$ cat config.mk
export PLATFORM = sky130hd
export DESIGN_NAME = sync_fifo_wr_arb
export DESIGN_NICKNAME = d
export VERILOG_FILES = /design/src/rtl/sync_fifo_arb_pkg.sv /design/src/rtl/sync_fifo_wr_arb_rr_arbiter.sv /design/src/rtl/sync_fifo_wr_arb.sv
export SDC_FILE = /design/constraint.sdc
export NUM_CORES = 1
export LEC_CHECK = 0
export BUFFER_PORTS_ARGS = -buffer_cell sky130_fd_sc_hd__buf_4
export CAP_MARGIN = 10
export CORE_MARGIN = 5
export CORE_UTILIZATION = 44
export CTS_CLUSTER_SIZE = 14
export DETAILED_ROUTE_END_ITERATION = 8
export PLACE_DENSITY = 0.79
export SYNTH_ARGS = -nofsm -noshare
export SYNTH_HDL_FRONTEND = slang
export SYNTH_SLANG_ARGS = --single-unit
$ cat constraint.sdc
create_clock -name i_clk -period 2.3 [get_ports i_clk]
set_input_delay 0.23 -clock i_clk [delete_from_list [all_inputs] [get_ports i_clk]]
set_output_delay 0.23 -clock i_clk [all_outputs]
set_load 0.005 [all_outputs]
$ cat src/rtl/sync_fifo_arb_pkg.sv
// Shared types for the FIFO write-port arbiter: FSM state encoding and requester bound.
`ifndef DATA_WIDTH
`define DATA_WIDTH 8
`endif

package sync_fifo_arb_pkg;

  localparam int NUM_REQ_MAX = 8;

  typedef enum logic [0:0] {
    IDLE = 1'b0,
    LOCK = 1'b1
  } arb_state_t;

endpackage

$ cat src/rtl/sync_fifo_wr_arb_rr_arbiter.sv
// Combinational round-robin pick: first set request at or above ptr, wrapping to 0.
module rr_arbiter
  import sync_fifo_arb_pkg::*;
#(
  parameter int NUM_REQ = 4,
  parameter int IW      = $clog2(NUM_REQ)
) (
  input  logic [NUM_REQ-1:0] req,
  input  logic [IW-1:0]      ptr,
  output logic               found,
  output logic [IW-1:0]      idx
);

  localparam logic [IW:0] N_W = (IW+1)'(NUM_REQ);

  logic [IW:0]   cand;
  logic [IW-1:0] cand_idx;

  always_comb begin
    found    = 1'b0;
    idx      = '0;
    cand     = '0;
    cand_idx = '0;
    for (int i = 0; i < NUM_REQ; i++) begin
      cand = {1'b0, ptr} + (IW+1)'(i);
      if (cand >= N_W) cand = cand - N_W;
      cand_idx = cand[IW-1:0];
      if (!found && req[cand_idx]) begin
        found = 1'b1;
        idx   = cand_idx;
      end
    end
  end

endmodule

$ cat src/rtl/sync_fifo_wr_arb.sv
// Packet-locked round-robin arbiter in front of a sync_fifo write port, with stall timeout.
module sync_fifo_wr_arb
  import sync_fifo_arb_pkg::*;
#(
  parameter int NUM_REQ     = 4,
  parameter int DATA_WIDTH  = `DATA_WIDTH,
  parameter int STALL_LIMIT = 16
) (
  input  logic                          i_clk,
  input  logic                          i_rst,
  input  logic [NUM_REQ-1:0]            i_valid_s,
  input  logic [NUM_REQ*DATA_WIDTH-1:0] i_datain,
  input  logic [NUM_REQ-1:0]            i_last_s,
  output logic [NUM_REQ-1:0]            o_ready_s,
  output logic                          o_valid_m,
  output logic [DATA_WIDTH-1:0]         o_dataout,
  input  logic                          i_ready_m,
  input  logic                          i_almostfull,
  output logic [NUM_REQ-1:0]            o_grant,
  output logic                          o_busy,
  output logic                          o_timeout
);

  localparam int IW = $clog2(NUM_REQ);
  localparam int CW = $clog2(STALL_LIMIT + 1);
  localparam logic [IW-1:0] LAST_IDX  = IW'(NUM_REQ - 1);
  localparam logic [CW-1:0] STALL_HIT = CW'(STALL_LIMIT - 1);

  arb_state_t    state;
  logic [IW-1:0] gidx;
  logic [IW-1:0] rr_ptr;
  logic [IW-1:0] arb_idx;
  logic [IW-1:0] next_ptr;
  logic [CW-1:0] stall_cnt;
  logic          arb_found;
  logic          lock;
  logic          cur_valid;
  logic          xfer;
  logic          stall_hit;

  rr_arbiter #(.NUM_REQ(NUM_REQ), .IW(IW)) u_rr (
    .req   (i_valid_s),
    .ptr   (rr_ptr),
    .found (arb_found),
    .idx   (arb_idx)
  );

  // Handshake: a beat moves on a cycle where valid and ready are both high; valid
  // never waits on ready. Only the granted requester sees ready, and it is held
  // low while reset is asserted so nothing is written on the reset edge.
  assign lock      = (state == LOCK) && !i_rst;
  assign cur_valid = i_valid_s[gidx];
  assign o_valid_m = lock && cur_valid;
  assign o_dataout = i_datain[int'(gidx)*DATA_WIDTH +: DATA_WIDTH];
  assign xfer      = o_valid_m && i_ready_m;
  assign o_busy    = (state == LOCK);

  always_comb begin
    o_ready_s = '0;
    if (lock) o_ready_s[gidx] = i_ready_m;
  end

  // Only an absent beat counts as a stall; backpressure from the FIFO does not.
  assign stall_hit = lock && !cur_valid && (stall_cnt == STALL_HIT);
  assign next_ptr  = (gidx == LAST_IDX) ? '0 : gidx + 1'b1;

  always_ff @(posedge i_clk) begin
    if (i_rst) begin
      state     <= IDLE;
      gidx      <= '0;
      rr_ptr    <= '0;
      o_grant   <= '0;
      stall_cnt <= '0;
      o_timeout <= 1'b0;
    end else begin
      o_timeout <= 1'b0;
      case (state)
        IDLE: begin
          if (arb_found && !i_almostfull) begin
            state     <= LOCK;
            gidx      <= arb_idx;
            o_grant   <= NUM_REQ'(1) << arb_idx;
            stall_cnt <= '0;
          end
        end
        LOCK: begin
          if (xfer && i_last_s[gidx]) begin
            state     <= IDLE;
            o_grant   <= '0;
            rr_ptr    <= next_ptr;
            stall_cnt <= '0;
          end else if (stall_hit) begin
            state     <= IDLE;
            o_grant   <= '0;
            rr_ptr    <= next_ptr;
            stall_cnt <= '0;
            o_timeout <= 1'b1;
          end else if (xfer) begin
            stall_cnt <= '0;
          end else if (!cur_valid) begin
            stall_cnt <= stall_cnt + 1'b1;
          end
        end
        default: state <= IDLE;
      endcase
    end
  end

endmodule

==> results of run 1 <==
==> kinds of logic (layout without fill, tap and decap cells) <==
kind of cell,count (synthesis),count (layout),synth area share
AOI/OAI and AO/OA,26,26,0.176
adders and majority gates,6,6,0.0642
buffers and inverters,14,77,0.0460
DFF,15,15,0.257
muxes,14,14,0.218
and+or+nand+nor,45,45,0.239
==> path summary, 6_finish.rpt <==
| check | to | cells past startpoint |
|---|---|---|
| max | rr_ptr[0] | 4 |
| min | gidx[1] | 2 |
| max reg2reg | rr_ptr[0] | 4 |
| min reg2reg | stall_cnt[4] | 1 |
==> power breakdown <==
group	switching, mW	total, mW	internal, mW
clock	0.0922	0.157	0.0648
sequential	0.0118	0.280	0.268
combinational	0.0826	0.204	0.122
total	0.187	0.641	0.454
==> cells in the final DEF, fill, tap and decap left out, types with 2 or more instances in the layout <==
cell type  synthesis  routed
a31oi_1            3       3
or3_1              2       2
o211ai_1           2       2
nor4_1             4       4
a311oi_1           3       3
a22o_1             2       2
and3b_1            2       2
nor2_1             5       5
nand2_1            2       2
dfxtp_1           15      15
nand3b_1           3       3
ha_1               6       6
mux4_2             9       9
o21ai_0            2       2
and3_1             8       8
o32ai_1            2       2
o2bb2ai_1          2       2
a21oi_1            7       7
nor3_1             3       3
nor2b_1            4       4
mux2i_1            3       3
inv_1              9       9
clkbuf_4           0       3
buf_4              0      64
nand2b_1           7       7
==> registers in the layout (all words and copies together) (netlist names) <==
register / cells
o_timeout: 1
gidx: 2
rr_ptr: 2
o_grant: 4
stall_cnt: 5
o_busy: 1
==> per-stage QoR <==
step / cells / hold WS, ns / cell area (um2) / setup WS (ns)
5_1_grt: 213 / 0.231 / 1690 / 0.317
3_3_place_gp: 209 / 0.460 / 1670 / 0.554
3_5_place_dp: 209 / 0.461 / 1670 / 0.475
4_1_cts: 213 / 0.221 / 1690 / 0.453
2_1_floorplan: 120 / 0.441 / 1170 / 0.484
6_report: 213 / 0.227 / 1690 / 0.463
==> worst register-to-register path, delay by kind of cell, from the launching register on <==
family           cells  cell delay [ns]
multiplexers         2             0.95
AND/OR/NAND/NOR      1             0.20
AO/OA/AOI/OAI        1             0.20
flip-flops           1             0.38
==> area by class of cell <==
| class | count | area, um2 |
|---|---|---|
| Clock buffer | 3 | 22.5 |
| Clock inverter | 1 | 5.00 |
| Fill cell | 219 | 806 |
| Inverter | 9 | 33.8 |
| Multi-Input combinational cell | 91 | 815 |
| Sequential cell | 15 | 300 |
| Tap cell | 30 | 37.5 |
| Timing Repair Buffer | 64 | 480 |
==> cells in the mapped netlist (3+ instances only) <==
library cell  count
mux2i_1           3
clkbuf_1          3
a31oi_1           3
ha_1              6
nor2b_1           4
nor3_1            3
a311oi_1          3
a21oi_1           7
mux4_2            9
inv_1             9
and3_1            8
nor4_1            4
nor2_1            5
nand3b_1          3
nand2b_1          7
dfxtp_1          15
==> per-layer routing <==
metal / wire length (um) / share of wire / vias up / track usage
met5: 0 / 0 / - / 0
met4: 55 / 0.016 / 0 / 0.0818
met3: 553 / 0.16 / 5 / 0.0566
met2: 1640 / 0.47 / 64 / 0.351
met1: 1250 / 0.36 / 578 / 0.193
li1: - / - / 593 / -
==> results.ini, run 1 <==
[global_route]
grt_max_degree=19
grt_pass1_vias=1258
antenna_found_initial=0
grtUsageTotal=0.189
grt_pass1_wl_um=5320
overflow=0

[synth]
ys_seq_area_frac=0.257
ys_async_sr_fraction=0
synth_top_area_cell=dfxtp_1
netlist_area_um2=1170
syn_nets=170
syn_avg_cell_area_um2=9.74
synth-main-ff-cell=dfxtp_1
ys_types=36
ys_warn_count=0
synthCells=120
ys_ff_latch=15
yosysTopAreaCellShare=0.257
yosys-top-cells-area=dfxtp_1, mux4_2, ha_1
synth_edf_count=0

[min_path]
min_from=i_rst
hp-class=input pin to flip-flop

[status]
status=completed

[run]
maxCapViolCount=0

[timing]
finalSetupViolCount=0
tightest_slew_ns=0.544
slew_headroom=0.637
hold_viol=0
fin_skew_ns=0.00109
grt_setup_unrepaired=false
clock.fmax_ghz=0.544
min_period_ns=1.84
final-max-slew-violation-count=0
setup_tns_ns=0
finalCritPeriodShare=0.799

[floorplan]
placementRows=18
io_pins=63
die_y_um=61.5
die_x_um=61.5
initial_utilization=0.467
die_area_um2=3790
fp.coreArea_um2=2500

[routing]
drt-total-wl_um=3510
post-route-drc-count=0
drt-pass1-iter-count=4
routedWlPerCell_um=16.5
via_per_inst=5.82
final_antenna_net_count=0
first_iter_violations=33
num_vias=1240

[setup_path]
path_buf_inv=0
reg2reg_from=gidx[1]
critPathKind=flip-flop to flip-flop
cpPeakStageDelay_ns=0.61
start_kind=flip-flop
crit_chain=mux4_2, nand2b_4, a31oi_4, mux2_1
critPathSlowestCell=mux4_2
arrival_ns=2.03
crit_path_start=gidx[1]
end_kind=flip-flop
critPathMaxFanout=7
required_ns=2.49
r2r_setup_slack_ns=0.46
cpLargestDelayFamily=multiplexers

[clock_tree]
clock_path_buffers=2
holdBufCountCts=0
cts.sinks=15
post_cts_resized=0
cts_setup_buffers=0
cts_tree=yes
cts_root_buf=clkbuf_4
cts_made_buffers=3
clk_pin_slew_ns=0.09
htree_levels=1
clock_latency_ns=0.29

[power]
leakage_nw=0.760
power_uw=641
p_per_area_nw_per_um2=378
peakVddDrop_v=0.000373

[place]
dp_hpwl_um=2760
gp_congestion=0.848
port_buffers=62

[finish]
num_antenna_cells=0
nNetsFinal=234
drive_gt1_frac=0.443
post-route-util=0.678
area_growth_syn_to_layout_pct=45.0

No activity file was read; power rests on OpenSTA's default activity.
==> run 2: changes to the inputs <==
- ABC_AREA: not set -> 1
- PLACE_DENSITY: 0.79 -> 0.75
- clock period: 2.3 -> 1.7 ns (I/O delays scaled with it)
==> run 2 against run 1 <==
Clock-buffer cell count rose by 1. Wire length rose by 25%. Highest routed layer unchanged. First-iteration DRC count rose to 4.3 times the previous value. Critical endpoint unchanged. Global-route usage rose by 0.88 points. Worst setup slack got worse by 0.37 ns. Die area rose by 22%. Design area rose by 32%. Non-clock buffer count rose by 15. Synthesized area rose by 26%. Largest power group is now combinational cells. Synthesized cell count rose by 99%. Clock skew rose by 0.0053 ns. Sequential share of layout area fell by 3.9 points.
==> results.ini, run 2 <==
[floorplan]
io_pins=63
fp.coreArea_um2=3280
die_x_um=67.9
die_y_um=67.9
placementRows=21
initial_utilization=0.449
die_area_um2=4610

[setup_path]
critPathMostFrequentCell=ha_2
crit_path_start=stall_cnt[0]
required_ns=1.87
end_kind=flip-flop
r2r_cells=8
arrival_ns=1.78
critPathKind=flip-flop to flip-flop
start_kind=flip-flop
critPathMaxFanout=8
cpPeakStageDelay_ns=0.33
crit_chain=ha_2, and3_4, ha_2, nand3_2, inv_2, a21oi_4, buf_4, o22ai_1
critPathSlowestCell=dfxtp_2
reg2reg_from=stall_cnt[0]

[synth]
ys_ff_latch=15
syn_avg_cell_area_um2=6.17
yosys-top-cells-area=dfxtp_1, nand2_1, nor2_1
ys_types=26
yosysTopAreaCellShare=0.204
yosysMostFrequentCell=nand2_1
synth_top_area_cell=dfxtp_1
netlist_top_cells_count=nand2_1, nor2_1, o21ai_0, nand3_1
ys_async_sr_fraction=0
synth_edf_count=0
syn_nets=289
ys_seq_area_frac=0.204
synth-main-ff-cell=dfxtp_1
ys_warn_count=0
synthCells=239
netlist_area_um2=1470

[power]
leakage_nw=1.05
power_mw=1.16
peakVddDrop_v=0.000416
p_per_area_nw_per_um2=517

[routing]
num_vias=1794
drt-total-wl_um=4390
via_per_inst=5.00
drt-pass1-iter-count=4
routedWlPerCell_um=12.2
final_antenna_net_count=0
post-route-drc-count=0
first_iter_violations=142

[global_route]
grt_pass1_wl_um=7200
antenna_found_initial=0
grt_pass1_vias=1697
grt_max_degree=15
overflow=0
grtUsageTotal=0.198

[clock_tree]
cts_made_buffers=3
htree_levels=1
cts.sinks=15
clk_pin_slew_ns=0.09
clock_path_buffers=2
cts_root_buf=clkbuf_4
holdBufCountCts=0
cts_tree=yes
clock_latency_ns=0.28

[place]
dp_hpwl_um=3420
dp_slack_ns=-0.000391
placed_cell_area_um2=2060
port_buffers=62
gp_congestion=0.893

[timing]
holdWs_ns=0.167
tightest_slew_ns=0.312
fin_skew_ns=0.00641
hold_viol=0
slew_headroom=0.791
final-max-slew-violation-count=0
clock.fmax_ghz=0.623
setup_ws_ns=0.0953
grt_setup_unrepaired=true
setup_tns_ns=0
min_period_ns=1.60
finalCritPeriodShare=0.944
finalSetupViolCount=0

[min_path]
min_path_cells=2
hp-class=input pin to flip-flop
min_from=i_rst

[finish]
most-common-layout-cells=buf_4, nand2_1, nor2_1
nNetsFinal=364
reg.largest.list=stall_cnt (5), o_grant (4)
num_antenna_cells=0
drive_gt1_frac=0.438
area_growth_syn_to_layout_pct=52.0
fillers=285
fin_area_um2=2240
final_common_cell=buf_4
largest_reg_flops=5
largest_register=stall_cnt

[status]
status=completed

[run]
maxCapViolCount=0

[run 2: cell types whose count changed in the layout (fill, tap and decap cells not counted), sizes merged, moves of 10 or more]
cell   before  now
o22ai       0   10
o21ai       2   22
nand3       1   25
nand2       2   72
nor2        5   39
buf        64   79
[run 2: kinds of logic after synthesis]
group,count (synthesis),synth area share
buf+inv,27,0.0764
simple gates,144,0.481
fa+ha+maj,6,0.0509
xor+xnor,2,0.0119
compound gates,45,0.176
flops,15,0.204
[run 2: through the flow]
| step | utilization | std cells |
|---|---|---|
| 2_1_floorplan | - | 239 |
| 3_3_place_gp | 0.628 | 351 |
| 3_5_place_dp | 0.628 | 351 |
| 4_1_cts | 0.638 | 355 |
| 5_1_grt | 0.682 | 359 |
| 6_report | 0.682 | 359 |
[run 2: worst paths after layout]
check	endpoint	slack (ns)
setup reg to reg	rr_ptr[0]	0.1
setup / recovery	rr_ptr[0]	0.1
hold reg to reg	o_grant[0]	0.48
hold / removal	stall_cnt[3]	0.17
[run 2: repair_timing]
item | 4_1_cts | 5_1_grt
pin swaps | 0 | 9
resized for setup | 1 | 34
endpoints found under the setup margin | 3 | 14
setup buffers | 0 | 4
[run 2: cell type report]
type / count / area [um2] / share of cell area
Clock buffer: 4 / 26.3 / 0.0117
Timing Repair Buffer: 79 / 609 / 0.272
Tap cell: 46 / 57.6 / 0.0257
Inverter: 18 / 70.1 / 0.0313
Multi-Input combinational cell: 197 / 1170 / 0.521
Sequential cell: 15 / 310 / 0.139
[run 2: layer usage]
layer,vias up,GRT usage,share of wire
met2,36,0.356,0.53
met3,2,0.0164,0.031
met4,0,0.0422,0.0027
li1,941,-,-
met5,-,0,0
met1,815,0.257,0.43
[run 2: where the power goes]
group	total [mW]	switching (mW)	leakage, nW	internal (mW)
clock	0.201	0.110	0.0150	0.0909
sequential	0.392	0.0169	0.125	0.375
combinational	0.565	0.297	0.909	0.268
total	1.16	0.424	1.05	0.734
[run 2: critical path, delay by kind of cell (launching register included)]
family / cells / cell delay [ns]
buffers and inverters: 2 / 0.23
adders and majority gates: 2 / 0.34
AOI/OAI and AO/OA: 2 / 0.33
and+or+nand+nor: 2 / 0.25
DFF: 1 / 0.33
==> run 3: changes to the inputs <==
- clock period: 1.7 -> 1.9 ns (I/O delays scaled with it)
==> run 3 against run 2 <==
Clock power down 9%. Design area down 8.3%. Combinational power fell by 22%. Flip-flop and latch count is the same. Power fell by 16%. Clock skew rose by 0.0054 ns. Core utilization down 5.6 points. Non-clock buffer count fell by 8. Fmax is 8.2% lower. Die area did not move.
==> results.ini, run 3 (synthesized netlist as in run 2, its figures left out) <==
[routing]
routedWlPerCell_um=11.7
num_vias=1723
drt-total-wl_um=4090
drt-pass1-iter-count=4
post-route-drc-count=0
first_iter_violations=95
final_antenna_net_count=0
via_per_inst=4.91

[global_route]
grt_max_degree=22
antenna_found_initial=0
overflow=0
grt_pass1_vias=1585
grt_pass1_wl_um=6780
grtUsageTotal=0.186

[timing]
min_period_ns=1.75
tightest_slew_ns=0.330
slew_headroom=0.780
finalSetupViolCount=0
fin_skew_ns=0.0118
clock.fmax_ghz=0.572
hold_viol=0
final-max-slew-violation-count=0
finalCritPeriodShare=0.920

[floorplan]
die_y_um=67.9
fp.coreArea_um2=3280
placementRows=21
initial_utilization=0.449
io_pins=63
die_area_um2=4610
die_x_um=67.9

[finish]
largest_register=stall_cnt
most-common-layout-cells=buf_4, nand2_1, nor2_1
final_common_cell=buf_4
area_growth_syn_to_layout_pct=39.4
fin_area_um2=2050
largest_reg_flops=5
num_antenna_cells=0
reg.largest.list=stall_cnt (5), o_grant (4)
nNetsFinal=356
drive_gt1_frac=0.354

[min_path]
min_path_cells=2
hold_end=o_grant[3]
hp-class=input pin to flip-flop
min_from=i_rst

[clock_tree]
holdBufCountCts=0
cts_root_buf=clkbuf_4
clock_latency_ns=0.29
cts_made_buffers=3
clock_path_buffers=2
cts_tree=yes
cts.sinks=15
clk_pin_slew_ns=0.09
htree_levels=1

[setup_path]
crit_chain=ha_1, and3_1, ha_1, nand3_2, inv_1, a21oi_4, buf_4, o22ai_1
arrival_ns=1.93
start_kind=flip-flop
r2r_cells=8
cpPeakStageDelay_ns=0.35
end_kind=flip-flop
critPathMaxFanout=8
critPathSlowestCell=dfxtp_1
required_ns=2.08
crit_path_start=stall_cnt[0]
critPathMostFrequentCell=ha_1
reg2reg_from=stall_cnt[0]
r2r_setup_slack_ns=0.15
critPathKind=flip-flop to flip-flop
regToRegEndpoint=rr_ptr[0]

[status]
status=completed

[power]
leakage_nw=0.999
pwr-share-clk=0.187
power_uw=977
p_switching_uw=357
peakVddDrop_v=0.000330
p_seq_frac=0.360
combPwrFrac=0.452
p_per_area_nw_per_um2=475
power.internal_uw=620
p_sw_frac=0.365

[place]
gp_congestion=0.891
port_buffers=62
dp_hpwl_um=3250
placed_cell_area_um2=2000

[run]
maxCapViolCount=0

[run 3: how the worst max path moves through the flow]
| stage | endpoint | slack [ns] | depth (start not counted) |
|---|---|---|---|
| after global routing | o_grant[0] | -0.003 | 8 |
| final | rr_ptr[0] | 0.15 | 8 |
| after floorplan | o_grant[2] | 0.27 | 8 |
| after global placement | o_grant[2] | 0.16 | 8 |
| after CTS | o_grant[3] | 0.09 | 8 |
| after detailed placement | o_grant[3] | 0.09 | 8 |
[run 3: layout make-up]
cell class | instances | area (um2)
fillers | 330 | 1230
multi-input cells | 197 | 1070
repair buffers | 71 | 533
flip-flops and latches | 15 | 300
inverters | 18 | 67.6
well taps | 46 | 57.6
clock buffers | 3 | 22.5
clock inverters | 1 | 5.00
[run 3: metrics by stage]
step	TNS, ns	utilization	instances	hold WS (ns)	worst slack [ns]
after floorplan	0	-	239	0.354	0.273
after global placement	0	0.610	345	0.471	0.163
after detailed placement	0	0.610	345	0.473	0.0926
after CTS	0	0.619	349	0.160	0.0854
after global routing	-0.00350	0.626	351	0.167	-0.00350
final	0	0.626	351	0.167	0.153
[run 3: metal layers]
| layer | track usage | routed length (um) |
|---|---|---|
| met1 | 0.237 | 1880 |
| met2 | 0.330 | 2080 |
| met3 | 0.0246 | 95 |
| met4 | 0.0447 | 42 |
| met5 | 0 | 0 |
[run 3: what timing repair did]
action,CTS,global route
gates resized for setup,0,1
buffers inserted,0,2
endpoints found under the setup margin,0,7
[run 3: worst max-delay path: cells and delay by family, from the launching register on]
family	cells	cell delay (ns)
fa+ha+maj	2	0.41
flops	1	0.35
simple gates	2	0.31
compound gates	2	0.28
buf+inv	2	0.26
[run 3: power groups by stage]
stage | clock network [mW] | registers [mW] | logic (mW)
floorplan | 0 | 0.358 | 0.257
detailed placement | 0 | 0.359 | 0.438
CTS | 0.189 | 0.352 | 0.440
global placement | 0 | 0.358 | 0.436
finish | 0.183 | 0.352 | 0.442
global route | 0.204 | 0.355 | 0.497
